## src/rtl/button_conditioner.sv

```systemverilog
// Per-button input conditioning: 2-flop synchroniser, debounce, and registered
// press / release / auto-repeat pulses for N_BTN independent channels.
module button_conditioner #(
  parameter int unsigned N_BTN           = 5,
  parameter int unsigned DEBOUNCE_CYCLES = 1000000,
  parameter int unsigned CNT_W           = 20,
  parameter int unsigned REPEAT_DELAY    = 50000000,
  parameter int unsigned REPEAT_PERIOD   = 10000000,
  parameter int unsigned RPT_W           = 26
) (
  input  logic             clk,
  input  logic             rst,
  input  logic [N_BTN-1:0] btn_in,
  output logic [N_BTN-1:0] level_o,
  output logic [N_BTN-1:0] press_o,
  output logic [N_BTN-1:0] release_o,
  output logic [N_BTN-1:0] repeat_o
);

  typedef enum logic {
    PH_DELAY  = 1'b0,
    PH_PERIOD = 1'b1
  } phase_t;

  localparam logic [CNT_W-1:0] DB_LAST = CNT_W'(DEBOUNCE_CYCLES - 1);

  logic [N_BTN-1:0] sync1;
  logic [N_BTN-1:0] sync2;

  always_ff @(posedge clk or posedge rst) begin
    if (rst) begin
      sync1 <= '0;
      sync2 <= '0;
    end else begin
      sync1 <= btn_in;
      sync2 <= sync1;
    end
  end

  for (genvar i = 0; i < N_BTN; i++) begin : g_ch
    logic [CNT_W-1:0] db_cnt;
    logic             level_q;
    logic             press_q;
    logic             release_q;
    logic             repeat_q;
    logic             flip;
    logic             level_next;

    // flip: the synchronised input has differed for DEBOUNCE_CYCLES edges
    assign flip       = (sync2[i] != level_q) && (db_cnt == DB_LAST);
    assign level_next = flip ? sync2[i] : level_q;

    always_ff @(posedge clk or posedge rst) begin
      if (rst) begin
        db_cnt    <= '0;
        level_q   <= 1'b0;
        press_q   <= 1'b0;
        release_q <= 1'b0;
      end else begin
        press_q   <= flip &  sync2[i];
        release_q <= flip & ~sync2[i];
        if (sync2[i] == level_q || flip) begin
          db_cnt <= '0;
        end else begin
          db_cnt <= db_cnt + 1'b1;
        end
        if (flip) begin
          level_q <= sync2[i];
        end
      end
    end

    if (REPEAT_DELAY > 0) begin : g_rpt
      localparam logic [RPT_W-1:0] DLY_LAST = RPT_W'(REPEAT_DELAY - 1);
      localparam logic [RPT_W-1:0] PER_LAST = RPT_W'(REPEAT_PERIOD - 1);

      logic [RPT_W-1:0] rpt_cnt;
      phase_t           phase;
      logic             hit;

      assign hit = (phase == PH_DELAY) ? (rpt_cnt == DLY_LAST)
                                       : (rpt_cnt == PER_LAST);

      // Compared one below the target so the pulse register lands on the
      // edge the counter would reach REPEAT_DELAY / REPEAT_PERIOD.
      always_ff @(posedge clk or posedge rst) begin
        if (rst) begin
          rpt_cnt  <= '0;
          phase    <= PH_DELAY;
          repeat_q <= 1'b0;
        end else if (!level_q || !level_next) begin
          rpt_cnt  <= '0;
          phase    <= PH_DELAY;
          repeat_q <= 1'b0;
        end else if (hit) begin
          rpt_cnt  <= '0;
          phase    <= PH_PERIOD;
          repeat_q <= 1'b1;
        end else begin
          rpt_cnt  <= rpt_cnt + 1'b1;
          repeat_q <= 1'b0;
        end
      end
    end else begin : g_norpt
      assign repeat_q = 1'b0;
    end

    assign level_o[i]   = level_q;
    assign press_o[i]   = press_q;
    assign release_o[i] = release_q;
    assign repeat_o[i]  = repeat_q;
  end

endmodule

```

## config.mk

```make
export PLATFORM = sky130hd
export DESIGN_NAME = button_conditioner
export DESIGN_NICKNAME = d
export VERILOG_FILES = /design/src/rtl/button_conditioner.sv
export SDC_FILE = /design/constraint.sdc
export NUM_CORES = 1
export LEC_CHECK = 0
export CORE_MARGIN = 1
export CORE_UTILIZATION = 57
export DETAILED_ROUTE_END_ITERATION = 10
export GPL_TIMING_DRIVEN = 0
export HOLD_SLACK_MARGIN = 0.02
export PLACE_DENSITY_LB_ADDON = 0.3
export SETUP_SLACK_MARGIN = 0.05
export SLEW_MARGIN = 5
export SYNTH_ARGS = -nofsm -noshare
export SYNTH_HDL_FRONTEND = slang
export SYNTH_SLANG_ARGS = --single-unit
```

## constraint.sdc

```tcl
create_clock -name clk -period 11.3 [get_ports clk]
set_clock_uncertainty 0.1 [all_clocks]
set_input_delay 3.39 -clock clk [delete_from_list [all_inputs] [get_ports clk]]
set_output_delay 3.39 -clock clk [all_outputs]
set_load 0.05 [all_outputs]
```

* Word-level counts from Yosys, hierarchy flattened
Cells that the tools add are included.
W data, S select, Z words.
** Storage, ports and cells
- Bits in registers :: 265
- Input port bits :: 7
- Output and inout bits :: 20
- Logic and storage cells :: 162
** Operators by class
- $add $sub $neg :: 10
- Equal/unequal tests :: 25
- Mux-type cells :: 45
- Bitwise logic cells :: 15
- Reductions and logical operators :: 30
** Operators by type and width (count)
- $mux W26 :: 10
- $add A26 B1 Y26 const B :: 5
- $eq A26 B24 Y1 const B :: 5
- $eq A26 B26 Y1 const B :: 5
- $add A20 B1 Y20 const B :: 5
- $eq A20 B20 Y1 const B :: 5
- $mux W20 :: 5
- $mux W1 :: 30
- $and A1 B1 Y1 :: 10
- $logic_not A1 Y1 :: 10
- $logic_or A1 B1 Y1 :: 10
- $reduce_bool A2 Y1 :: 5
- $eq A1 B1 Y1 :: 5
- $logic_and A1 B1 Y1 :: 5
- $ne A1 B1 Y1 :: 5
- $not A1 Y1 :: 5

* Longest topological paths before layout
Gate-level depths: netlist (run 1).
- Depth after elaboration :: 6
- Mapped depth :: 7
- Depth with buffers taken out :: 5

* Worst setup path after synthesis (run 1)
OpenSTA, ideal clock, no wires.
- Path kind :: reg-to-output
- Start :: reg g_ch[0].level_q
- End :: out level_o[0]
- Data arrival time :: 0.653 ns
- Required time :: 7.810 ns
- Setup slack :: 7.157 ns
- Cell stages (with the launch flop) :: 2
- Path through :: dfrtp_1 -> buf_4
** RTL lines
- start: declaration :: RTL line 42 : logic level_q;
- start signal: assignment :: RTL line 68 : level_q <= sync2[i];
- end: declaration :: RTL line 14 : output logic [N_BTN-1:0] level_o,
No word-level cell between the ends.

* Final worst setup path (run 1)
- Start :: reg g_ch[4].level_q
- End :: out level_o[4]
** RTL lines (RTL line)
- start: declaration :: 42
- start signal: assignment :: 68
No word-level cell between the ends.

==> flow_summary.html, run 1 <==
<table>
<tr><th>Metric</th><th>Value</th></tr>
<tr><th colspan="2">Run status</th></tr>
<tr><td>Status</td><td>finished clean</td></tr>
<tr><th colspan="2">Clock network</th></tr>
<tr><td>Clock buffer count from CTS</td><td>31</td></tr>
<tr><td>Clock transition at the registers of the reported paths</td><td>roughly 60 ps</td></tr>
<tr><td>Clk root buf</td><td>sky130_fd_sc_hd__clkbuf_16</td></tr>
<tr><td>Number of gates resized after CTS</td><td>0</td></tr>
<tr><td>Number of levels in the clock H-tree</td><td>1</td></tr>
<tr><td>Number of buffers inserted by hold repair at cts</td><td>0</td></tr>
<tr><td>Post-CTS Setup Inserts</td><td>0</td></tr>
<tr><td>Clock tree from TritonCTS</td><td>yes</td></tr>
<tr><td>Count of clock tree sinks</td><td>roughly 270</td></tr>
<tr><td>Clock insertion delay at the later pin of the skew report</td><td>around 570 ps</td></tr>
<tr><td>CTS max path bufs</td><td>3</td></tr>
<tr><th colspan="2">Logic synthesis</th></tr>
<tr><td>Synth Flop Type</td><td>sky130_fd_sc_hd__dfrtp_1</td></tr>
<tr><td>Synthesized area divided by synthesized cell count</td><td>around 10 um2</td></tr>
<tr><td>Portion of synthesized cell area occupied by the leading cell type</td><td>48.74%</td></tr>
<tr><td>Register area share after synthesis</td><td>between 40% and 50%</td></tr>
<tr><td>Synth unique cells</td><td>49</td></tr>
<tr><td>Synthesized instance count</td><td>around 1,400</td></tr>
<tr><td>Share of flip-flops with an asynchronous set or reset after synthesis</td><td>100.0%</td></tr>
<tr><td>Synth area leaders</td><td>sky130_fd_sc_hd__dfrtp_1, sky130_fd_sc_hd__xor2_1, sky130_fd_sc_hd__nand4_1</td></tr>
<tr><td>Flops &amp; latches, synth</td><td>between 200 and 300</td></tr>
<tr><td>Area of the mapped netlist</td><td>between 10,000 and 15,000 um2</td></tr>
<tr><td>Mapped Nets</td><td>about 1,400</td></tr>
<tr><td>Area leader, netlist</td><td>sky130_fd_sc_hd__dfrtp_1</td></tr>
<tr><td>Number of enable-type register cells in the synthesized netlist</td><td>0</td></tr>
<tr><td>Warnings from Yosys</td><td>0</td></tr>
<tr><th colspan="2">STA</th></tr>
<tr><td>Minimum hold slack</td><td>247.8 ps</td></tr>
<tr><td>Fin. Hold Viols</td><td>0</td></tr>
<tr><td>Highest clock rate</td><td>roughly 180 MHz</td></tr>
<tr><td>Share of the cycle needed by the critical path after routing</td><td>between 40% and 50%</td></tr>
<tr><td>Slew headroom</td><td>29.38%</td></tr>
<tr><td>Time the final worst path needs with I/O delays and setup</td><td>approximately 5500 ps</td></tr>
<tr><td>Transition at the pin with the smallest max-transition slack</td><td>1053 ps</td></tr>
<tr><td>Final setup violating endpoints</td><td>0</td></tr>
<tr><td>Final Slew Violations</td><td>0</td></tr>
<tr><td>Setup repair after global routing missed its margin</td><td>no</td></tr>
<tr><td>Setup WS post-layout</td><td>approximately 5800 ps</td></tr>
<tr><th colspan="2">Worst hold path</th></tr>
<tr><td>Hold crit path type</td><td>flop to flop</td></tr>
<tr><td>Min-Delay Endpoint</td><td>sync2[0]$_DFF_PP0_</td></tr>
<tr><td>Hold path cells</td><td>0</td></tr>
<tr><td>Startpoint of the lowest-slack hold path</td><td>sync1[0]$_DFF_PP0_</td></tr>
<tr><th colspan="2">Global route</th></tr>
<tr><td>Vias in the first global route</td><td>around 10,000</td></tr>
<tr><td>Largest net degree at the start of global routing</td><td>around 110</td></tr>
<tr><td>Tot GR Track Use</td><td>~24%</td></tr>
<tr><td>First-pass GRT wire length</td><td>49.04 mm</td></tr>
<tr><td>Congestion Overflow GR</td><td>0</td></tr>
<tr><td>Number of antenna violations at the first check in global routing</td><td>0</td></tr>
<tr><th colspan="2">Floorplan</th></tr>
<tr><td>Number of cell rows</td><td>56</td></tr>
<tr><td>Area of the die</td><td>~24,000 um2</td></tr>
<tr><td>Chip Width</td><td>roughly 160 um</td></tr>
<tr><td>Placeable core area</td><td>~23,000 um2</td></tr>
<tr><td>Initial Util</td><td>57.97%</td></tr>
<tr><td>DIE HEIGHT</td><td>around 160 um</td></tr>
<tr><td>Boundary Pins</td><td>27</td></tr>
<tr><th colspan="2">Drt</th></tr>
<tr><td>Final routed DRC violation total</td><td>0</td></tr>
<tr><td>Iteration count of the initial detailed-routing pass</td><td>5</td></tr>
<tr><td>Number of nets still failing antenna checks after routing</td><td>0</td></tr>
<tr><td>Total via count in the routed design</td><td>roughly 11,000</td></tr>
<tr><td>Via count normalized by instance count</td><td>6.105</td></tr>
<tr><td>DRC violation total after the first TritonRoute iteration</td><td>596</td></tr>
<tr><td>Average wire length per cell after detail routing</td><td>about 16 um</td></tr>
<tr><td>Detailed Route WL</td><td>~28 mm</td></tr>
<tr><th colspan="2">Critical path</th></tr>
<tr><td>Required time at the endpoint of the critical path</td><td>between 7000 and 8000 ps</td></tr>
<tr><td>Capture point of the worst reg-to-reg path</td><td>g_ch[3].g_rpt.rpt_cnt[7]$_DFF_PP0_</td></tr>
<tr><td>Setup crit start kind</td><td>flop</td></tr>
<tr><td>CP Class</td><td>flop to output pin</td></tr>
<tr><td>Critical path capture point type</td><td>output pin</td></tr>
<tr><td>Max Fanout on Critical Path</td><td>6</td></tr>
<tr><td>Reg-to-reg critical path startpoint</td><td>g_ch[3].g_rpt.rpt_cnt[0]$_DFF_PP0_</td></tr>
<tr><td>Data arrival time of the critical path</td><td>~2000 ps</td></tr>
<tr><td>Reg2Reg Depth</td><td>7</td></tr>
<tr><td>R2R setup slack</td><td>between 8000 and 9000 ps</td></tr>
<tr><th colspan="2">Placed design</th></tr>
<tr><td>Place WS</td><td>a little under 6000 ps</td></tr>
<tr><td>IO Port Bufs</td><td>26</td></tr>
<tr><td>Cell Area, Placed</td><td>14,330 um2</td></tr>
<tr><td>HPWL after DPL</td><td>about 18 mm</td></tr>
<tr><td>Final weighted congestion in routability-driven placement</td><td>about 0.9</td></tr>
<tr><th colspan="2">Power and ir drop</th></tr>
<tr><td>Leakage dissipation</td><td>5.930 nW</td></tr>
<tr><td>Pwr/cell area</td><td>134.6 nW/um2</td></tr>
<tr><td>Peak supply drop</td><td>approximately 0.14 mV</td></tr>
<tr><td>Total design power</td><td>approximately 2.1 mW</td></tr>
<tr><th colspan="2">Flow run</th></tr>
<tr><td>MaxCap Viol Count</td><td>0</td></tr>
<tr><th colspan="2">Final layout</th></tr>
<tr><td>Share of final-layout standard cells stronger than drive strength 1</td><td>about 8.5%</td></tr>
<tr><td>Number of fill cells</td><td>between 1,500 and 2,000</td></tr>
<tr><td>Diode count</td><td>0</td></tr>
<tr><td>Number of nets in the layout</td><td>1,438</td></tr>
<tr><td>Post-route cell area</td><td>15,450 um2</td></tr>
<tr><td>Area overhead of the layout relative to synthesis</td><td>13.54%</td></tr>
<tr><td>Final Util</td><td>approximately 66%</td></tr>
</table>
-- power by group --
| group | total (mW) | switching, mW | internal [mW] |
|---|---|---|---|
| combinational | 0.0384 | 0.0284 | 0.0101 |
| sequential | 0.962 | 0.00689 | 0.955 |
| clock | 1.08 | 0.399 | 0.680 |
-- synth_stat cells (all sizes together), types with 5 or more instances --
| cell type | instances |
|---|---|
| a211oi | 59 |
| a21oi | 37 |
| and2 | 18 |
| and3 | 38 |
| and4 | 26 |
| and4b | 6 |
| buf | 35 |
| clkbuf | 45 |
| dfrtp | 265 |
| ha | 15 |
| inv | 21 |
| mux2 | 5 |
| nand2 | 69 |
| nand3 | 82 |
| nand4 | 74 |
| nor2 | 76 |
| nor2b | 6 |
| nor3 | 78 |
| nor3b | 15 |
| nor4 | 13 |
| nor4b | 7 |
| o21ai | 53 |
| o21ba | 5 |
| o31ai | 49 |
| or2 | 7 |
| or3 | 49 |
| or4 | 56 |
| or4b | 6 |
| xnor2 | 46 |
| xor2 | 75 |
-- flip-flops by register name (all words and copies together) (netlist names) --
name	flops
g_ch.press_q	5
g_ch.release_q	5
g_ch.repeat_q	5
sync2	5
g_ch.g_rpt.phase	5
g_ch.db_cnt	100
g_ch.level_q	5
g_ch.g_rpt.rpt_cnt	130
sync1	5
-- worst max-delay path by stage --
stage	from	to	slack [ps]
2_1_floorplan	rst	g_ch[0].db_cnt[0]$_DFF_PP0_	510
3_5_place_dp	rst	g_ch[3].g_rpt.rpt_cnt[20]$_DFF_PP0_	5960
5_1_grt	g_ch[4].level_q$_DFF_PP0_	level_o[4]	5760
6_report	g_ch[4].level_q$_DFF_PP0_	level_o[4]	5810
3_3_place_gp	rst	g_ch[3].g_rpt.rpt_cnt[20]$_DFF_PP0_	-2750
4_1_cts	g_ch[4].level_q$_DFF_PP0_	level_o[4]	5790
-- stage by stage --
stage | TNS (ps) | std cells
after floorplan | 0 | 1355
after global placement | -723910 | 1700
after detailed placement | 0 | 1702
after CTS | 0 | 1758
after global routing | 0 | 1758
final | 0 | 1758
-- kinds of logic (layout without fill, tap and decap cells) --
family	Yosys count	count (layout)	share of synthesized area, %
DFF	265	265	48.74
buffers and inverters	101	185	3.807
adders and majority gates	15	15	1.379
muxes	5	5	0.4138
xor gates and xnor gates	121	121	7.789
and+or+nand+nor	641	641	27.22
AOI/OAI and AO/OA	207	207	10.66
-- area by class of cell --
type | count | area (um2) | area share (%)
inverters | 21 | 86.33 | 0.5588
clock inverters | 15 | 247.7 | 1.604
clock buffers | 41 | 873.3 | 5.653
well taps | 319 | 399.1 | 2.583
repair buffers | 28 | 315.3 | 2.041
flip-flops and latches | 265 | 6631 | 42.92
plain buffers | 80 | 439.2 | 2.843
multi-input cells | 989 | 6457 | 41.80
-- layer usage --
layer / track usage [%] / up-vias / wire, um / part of all wire (%)
met1: 33.59 / 5302 / 13120 / 47
li1: - / 5190 / - / -
met4: 5.836 / 0 / 514 / 1.8
met5: 0 / - / 0 / 0
met3: 3.019 / 43 / 935 / 3.3
met2: 39.84 / 198 / 13610 / 48
-- critical path, stage by stage (launching register included) --
cell	delay, ps
sky130_fd_sc_hd__dfrtp_1	490
sky130_fd_sc_hd__buf_4	160
sky130_fd_sc_hd__clkdlybuf4s50_1	790
-- cell usage in the layout (no fill, tap or decap), types with 13 or more instances in the layout --
master	instances
sky130_fd_sc_hd__a211oi_1	59
sky130_fd_sc_hd__a21oi_1	37
sky130_fd_sc_hd__and2_1	18
sky130_fd_sc_hd__and3_1	38
sky130_fd_sc_hd__and4_1	26
sky130_fd_sc_hd__buf_4	23
sky130_fd_sc_hd__clkbuf_1	49
sky130_fd_sc_hd__clkbuf_16	31
sky130_fd_sc_hd__clkdlybuf4s50_1	26
sky130_fd_sc_hd__dfrtp_1	265
sky130_fd_sc_hd__ha_1	15
sky130_fd_sc_hd__inv_1	20
sky130_fd_sc_hd__nand2_1	69
sky130_fd_sc_hd__nand3_1	82
sky130_fd_sc_hd__nand4_1	74
sky130_fd_sc_hd__nor2_1	76
sky130_fd_sc_hd__nor3_1	78
sky130_fd_sc_hd__nor3b_1	15
sky130_fd_sc_hd__nor4_1	13
sky130_fd_sc_hd__o21ai_0	48
sky130_fd_sc_hd__o31ai_1	44
sky130_fd_sc_hd__or3_1	49
sky130_fd_sc_hd__or4_1	53
sky130_fd_sc_hd__xnor2_1	46
sky130_fd_sc_hd__xor2_1	75
Note: power is estimated with default switching activity, not from simulation.
==> run 2, diff against run 1 <==
Settings changed: CORE_UTILIZATION 57 to 63.
Clock period 11.3 ns to 5.08 ns, I/O delays scaled along.
==> run 2 against run 1 <==
  * Die area decreased by 9.4%
  * Register-to-register slack got worse by 6300 ps
  * Hold slack about the same
  * Sequential power increased by 120%
  * Sequential share of layout area increased by 0.29 points
  * Flip-flop and latch count unchanged
  * Largest cell class unchanged
  * Largest power group unchanged
==> flow_summary.html, run 2 (synthesized netlist as in run 1, its figures left out) <==
<table>
<tr><th>Metric</th><th>Value</th></tr>
<tr><th colspan="2">Drt</th></tr>
<tr><td>Total via count in the routed design</td><td>10,876</td></tr>
<tr><td>Average wire length per cell after detail routing</td><td>~17 um</td></tr>
<tr><td>Via count normalized by instance count</td><td>between 6 and 7</td></tr>
<tr><td>Iteration count of the initial detailed-routing pass</td><td>5</td></tr>
<tr><td>DRC violation total after the first TritonRoute iteration</td><td>~670</td></tr>
<tr><td>Detailed Route WL</td><td>roughly 29 mm</td></tr>
<tr><td>Final routed DRC violation total</td><td>0</td></tr>
<tr><td>Number of nets still failing antenna checks after routing</td><td>0</td></tr>
<tr><th colspan="2">Critical path</th></tr>
<tr><td>Critical path capture point type</td><td>output pin</td></tr>
<tr><td>Required time at the endpoint of the critical path</td><td>between 3000 and 4000 ps</td></tr>
<tr><td>Launching instance or port of the critical path</td><td>g_ch[4].level_q$_DFF_PP0_</td></tr>
<tr><td>Setup crit start kind</td><td>flop</td></tr>
<tr><td>Largest stage delay on the critical path</td><td>roughly 790 ps</td></tr>
<tr><td>Max Fanout on Critical Path</td><td>6</td></tr>
<tr><td>Capture point of the worst reg-to-reg path</td><td>g_ch[1].g_rpt.rpt_cnt[7]$_DFF_PP0_</td></tr>
<tr><td>Reg-to-reg critical path startpoint</td><td>g_ch[1].db_cnt[0]$_DFF_PP0_</td></tr>
<tr><td>CP Class</td><td>flop to output pin</td></tr>
<tr><td>Kind of cell adding the most delay to the critical path</td><td>buffers and inverters</td></tr>
<tr><td>Buf+Inv Stages, Crit Path</td><td>2</td></tr>
<tr><td>Data arrival time of the critical path</td><td>1990 ps</td></tr>
<tr><td>Critical path, cell by cell</td><td>buf_4, clkdlybuf4s50_1</td></tr>
<tr><td>Crit path capture</td><td>level_o[4]</td></tr>
<tr><td>Slowest CP cell</td><td>sky130_fd_sc_hd__clkdlybuf4s50_1</td></tr>
<tr><td>R2R setup slack</td><td>around 2200 ps</td></tr>
<tr><td>Reg2Reg Depth</td><td>7</td></tr>
<tr><td>Cell depth of the worst setup path</td><td>2</td></tr>
<tr><th colspan="2">Final layout</th></tr>
<tr><td>Area overhead of the layout relative to synthesis</td><td>12.77%</td></tr>
<tr><td>Most frequent standard cell in the layout excluding fill and tap cells</td><td>sky130_fd_sc_hd__dfrtp_1</td></tr>
<tr><td>Highest-count cells in the layout ignoring fill and taps</td><td>sky130_fd_sc_hd__dfrtp_1, sky130_fd_sc_hd__nand3_1, sky130_fd_sc_hd__nor3_1, sky130_fd_sc_hd__nor2_1, sky130_fd_sc_hd__xor2_1</td></tr>
<tr><td>Flip-flop count of the largest register after layout</td><td>130</td></tr>
<tr><td>Share of final-layout standard cells stronger than drive strength 1</td><td>under 10%</td></tr>
<tr><td>Diode count</td><td>0</td></tr>
<tr><td>Number of nets in the layout</td><td>~1,400</td></tr>
<tr><td>Register name with the most flops</td><td>g_ch.g_rpt.rpt_cnt</td></tr>
<tr><td>Number of fill cells</td><td>roughly 1,500</td></tr>
<tr><td>Regs by FF count</td><td>g_ch.g_rpt.rpt_cnt x130, g_ch.db_cnt x100</td></tr>
<tr><td>Post-route cell area</td><td>15,340 um2</td></tr>
<tr><th colspan="2">STA</th></tr>
<tr><td>Slew headroom</td><td>around 28%</td></tr>
<tr><td>Highest clock rate</td><td>~280 MHz</td></tr>
<tr><td>Final setup violating endpoints</td><td>0</td></tr>
<tr><td>Share of the cycle needed by the critical path after routing</td><td>a little under three quarters</td></tr>
<tr><td>Time the final worst path needs with I/O delays and setup</td><td>between 3000 and 4000 ps</td></tr>
<tr><td>Fin. Hold Viols</td><td>0</td></tr>
<tr><td>Final Slew Violations</td><td>0</td></tr>
<tr><td>Transition at the pin with the smallest max-transition slack</td><td>between 1000 and 1500 ps</td></tr>
<tr><td>Setup repair after global routing missed its margin</td><td>no</td></tr>
<tr><th colspan="2">Clock network</th></tr>
<tr><td>Number of levels in the clock H-tree</td><td>1</td></tr>
<tr><td>Clock transition at the registers of the reported paths</td><td>~60 ps</td></tr>
<tr><td>CTS max path bufs</td><td>3</td></tr>
<tr><td>Post-CTS Setup Inserts</td><td>0</td></tr>
<tr><td>Clock insertion delay at the later pin of the skew report</td><td>between 500 and 600 ps</td></tr>
<tr><td>Clock buffer count from CTS</td><td>29</td></tr>
<tr><td>Number of buffers inserted by hold repair at cts</td><td>0</td></tr>
<tr><td>Number of gates resized after CTS</td><td>0</td></tr>
<tr><td>Clk root buf</td><td>sky130_fd_sc_hd__clkbuf_16</td></tr>
<tr><td>Count of clock tree sinks</td><td>265</td></tr>
<tr><td>Clock tree from TritonCTS</td><td>yes</td></tr>
<tr><th colspan="2">Floorplan</th></tr>
<tr><td>Initial Util</td><td>64.52%</td></tr>
<tr><td>Area of the die</td><td>22,190 um2</td></tr>
<tr><td>Number of cell rows</td><td>53</td></tr>
<tr><td>Boundary Pins</td><td>27</td></tr>
<tr><td>Chip Width</td><td>between 100 and 150 um</td></tr>
<tr><td>Placeable core area</td><td>21,090 um2</td></tr>
<tr><td>DIE HEIGHT</td><td>around 150 um</td></tr>
<tr><th colspan="2">Placed design</th></tr>
<tr><td>HPWL after DPL</td><td>~19 mm</td></tr>
<tr><td>Final weighted congestion in routability-driven placement</td><td>slightly below 0.9</td></tr>
<tr><td>Cell Area, Placed</td><td>between 10,000 and 15,000 um2</td></tr>
<tr><td>IO Port Bufs</td><td>26</td></tr>
<tr><th colspan="2">Worst hold path</th></tr>
<tr><td>Hold crit path type</td><td>flop to flop</td></tr>
<tr><td>Startpoint of the lowest-slack hold path</td><td>sync1[4]$_DFF_PP0_</td></tr>
<tr><th colspan="2">Global route</th></tr>
<tr><td>Number of antenna violations at the first check in global routing</td><td>0</td></tr>
<tr><td>Tot GR Track Use</td><td>a little over a quarter</td></tr>
<tr><td>Vias in the first global route</td><td>about 11,000</td></tr>
<tr><td>Largest net degree at the start of global routing</td><td>43</td></tr>
<tr><td>Congestion Overflow GR</td><td>0</td></tr>
<tr><td>First-pass GRT wire length</td><td>about 50 mm</td></tr>
<tr><th colspan="2">Power and ir drop</th></tr>
<tr><td>Leakage dissipation</td><td>5.888 nW</td></tr>
<tr><td>Pwr/cell area</td><td>approximately 290 nW/um2</td></tr>
<tr><td>Peak supply drop</td><td>~0.27 mV</td></tr>
<tr><td>Total design power</td><td>4.399 mW</td></tr>
<tr><th colspan="2">Flow run</th></tr>
<tr><td>MaxCap Viol Count</td><td>0</td></tr>
<tr><th colspan="2">Run status</th></tr>
<tr><td>Status</td><td>finished clean</td></tr>
</table>
run 2: cell count changes in the layout (fill, tap and decap cells not counted), moves of 2 or more:
cell | before | now
sky130_fd_sc_hd__buf_12 | 0 | 7
sky130_fd_sc_hd__clkbuf_1 | 49 | 55
sky130_fd_sc_hd__clkinv_2 | 6 | 2
sky130_fd_sc_hd__buf_16 | 2 | 0
sky130_fd_sc_hd__bufinv_16 | 6 | 4
sky130_fd_sc_hd__clkbuf_16 | 31 | 29
sky130_fd_sc_hd__clkinvlp_4 | 0 | 2
run 2: layout make-up:
class / instances / area, um2 / area share, %
clock inverters: 8 / 157.7 / 1.027
inverters: 21 / 82.58 / 0.5382
clock buffers: 44 / 832.0 / 5.422
flip-flops and latches: 265 / 6631 / 43.22
repair buffers: 33 / 400.4 / 2.609
plain buffers: 80 / 439.2 / 2.862
multi-input cells: 989 / 6457 / 42.08
well taps: 275 / 344.1 / 2.242
run 2: how the worst min path moves through the flow:
| stage | end | slack [ps] | cells past startpoint |
|---|---|---|---|
| floorplan | sync2[0]$_DFF_PP0_ | 230 | 0 |
| global placement | sync2[3]$_DFF_PP0_ | 230 | 0 |
| detailed placement | sync2[0]$_DFF_PP0_ | 240 | 0 |
| CTS | sync2[4]$_DFF_PP0_ | 250 | 0 |
| global route | sync2[4]$_DFF_PP0_ | 250 | 0 |
| finish | sync2[4]$_DFF_PP0_ | 250 | 0 |
run 2: report_power, final:
| part | internal (mW) | switching (mW) |
|---|---|---|
| registers | 2.13 | 0.0148 |
| clock network | 1.33 | 0.834 |
| logic | 0.0287 | 0.0653 |
| total | 3.48 | 0.914 |
run 2: routing by layer:
| layer | GRT usage (%) | vias up | part of all wire, % |
|---|---|---|---|
| met4 | 8.010 | 0 | 2.0 |
| met1 | 36.22 | 5395 | 45 |
| met2 | 45.56 | 235 | 49 |
| li1 | - | 5190 | - |
| met3 | 3.180 | 56 | 3.7 |
| met5 | 0 | - | 0 |
run 2: per-stage QoR:
| step | setup WS [ps] | setup TNS (ps) | hold WS, ps | util, % | cells |
|---|---|---|---|---|---|
| floorplan | -41.51 | -11000 | 231.2 | - | 1355 |
| global placement | -1884 | -494620 | 234.5 | 67.41 | 1656 |
| detailed placement | 1710 | 0 | 236.3 | 68.07 | 1663 |
| CTS | 1442 | 0 | 250.4 | 72.77 | 1715 |
| global route | 1417 | 0 | 253.1 | 72.77 | 1715 |
| finish | 1467 | 0 | 247.5 | 72.77 | 1715 |
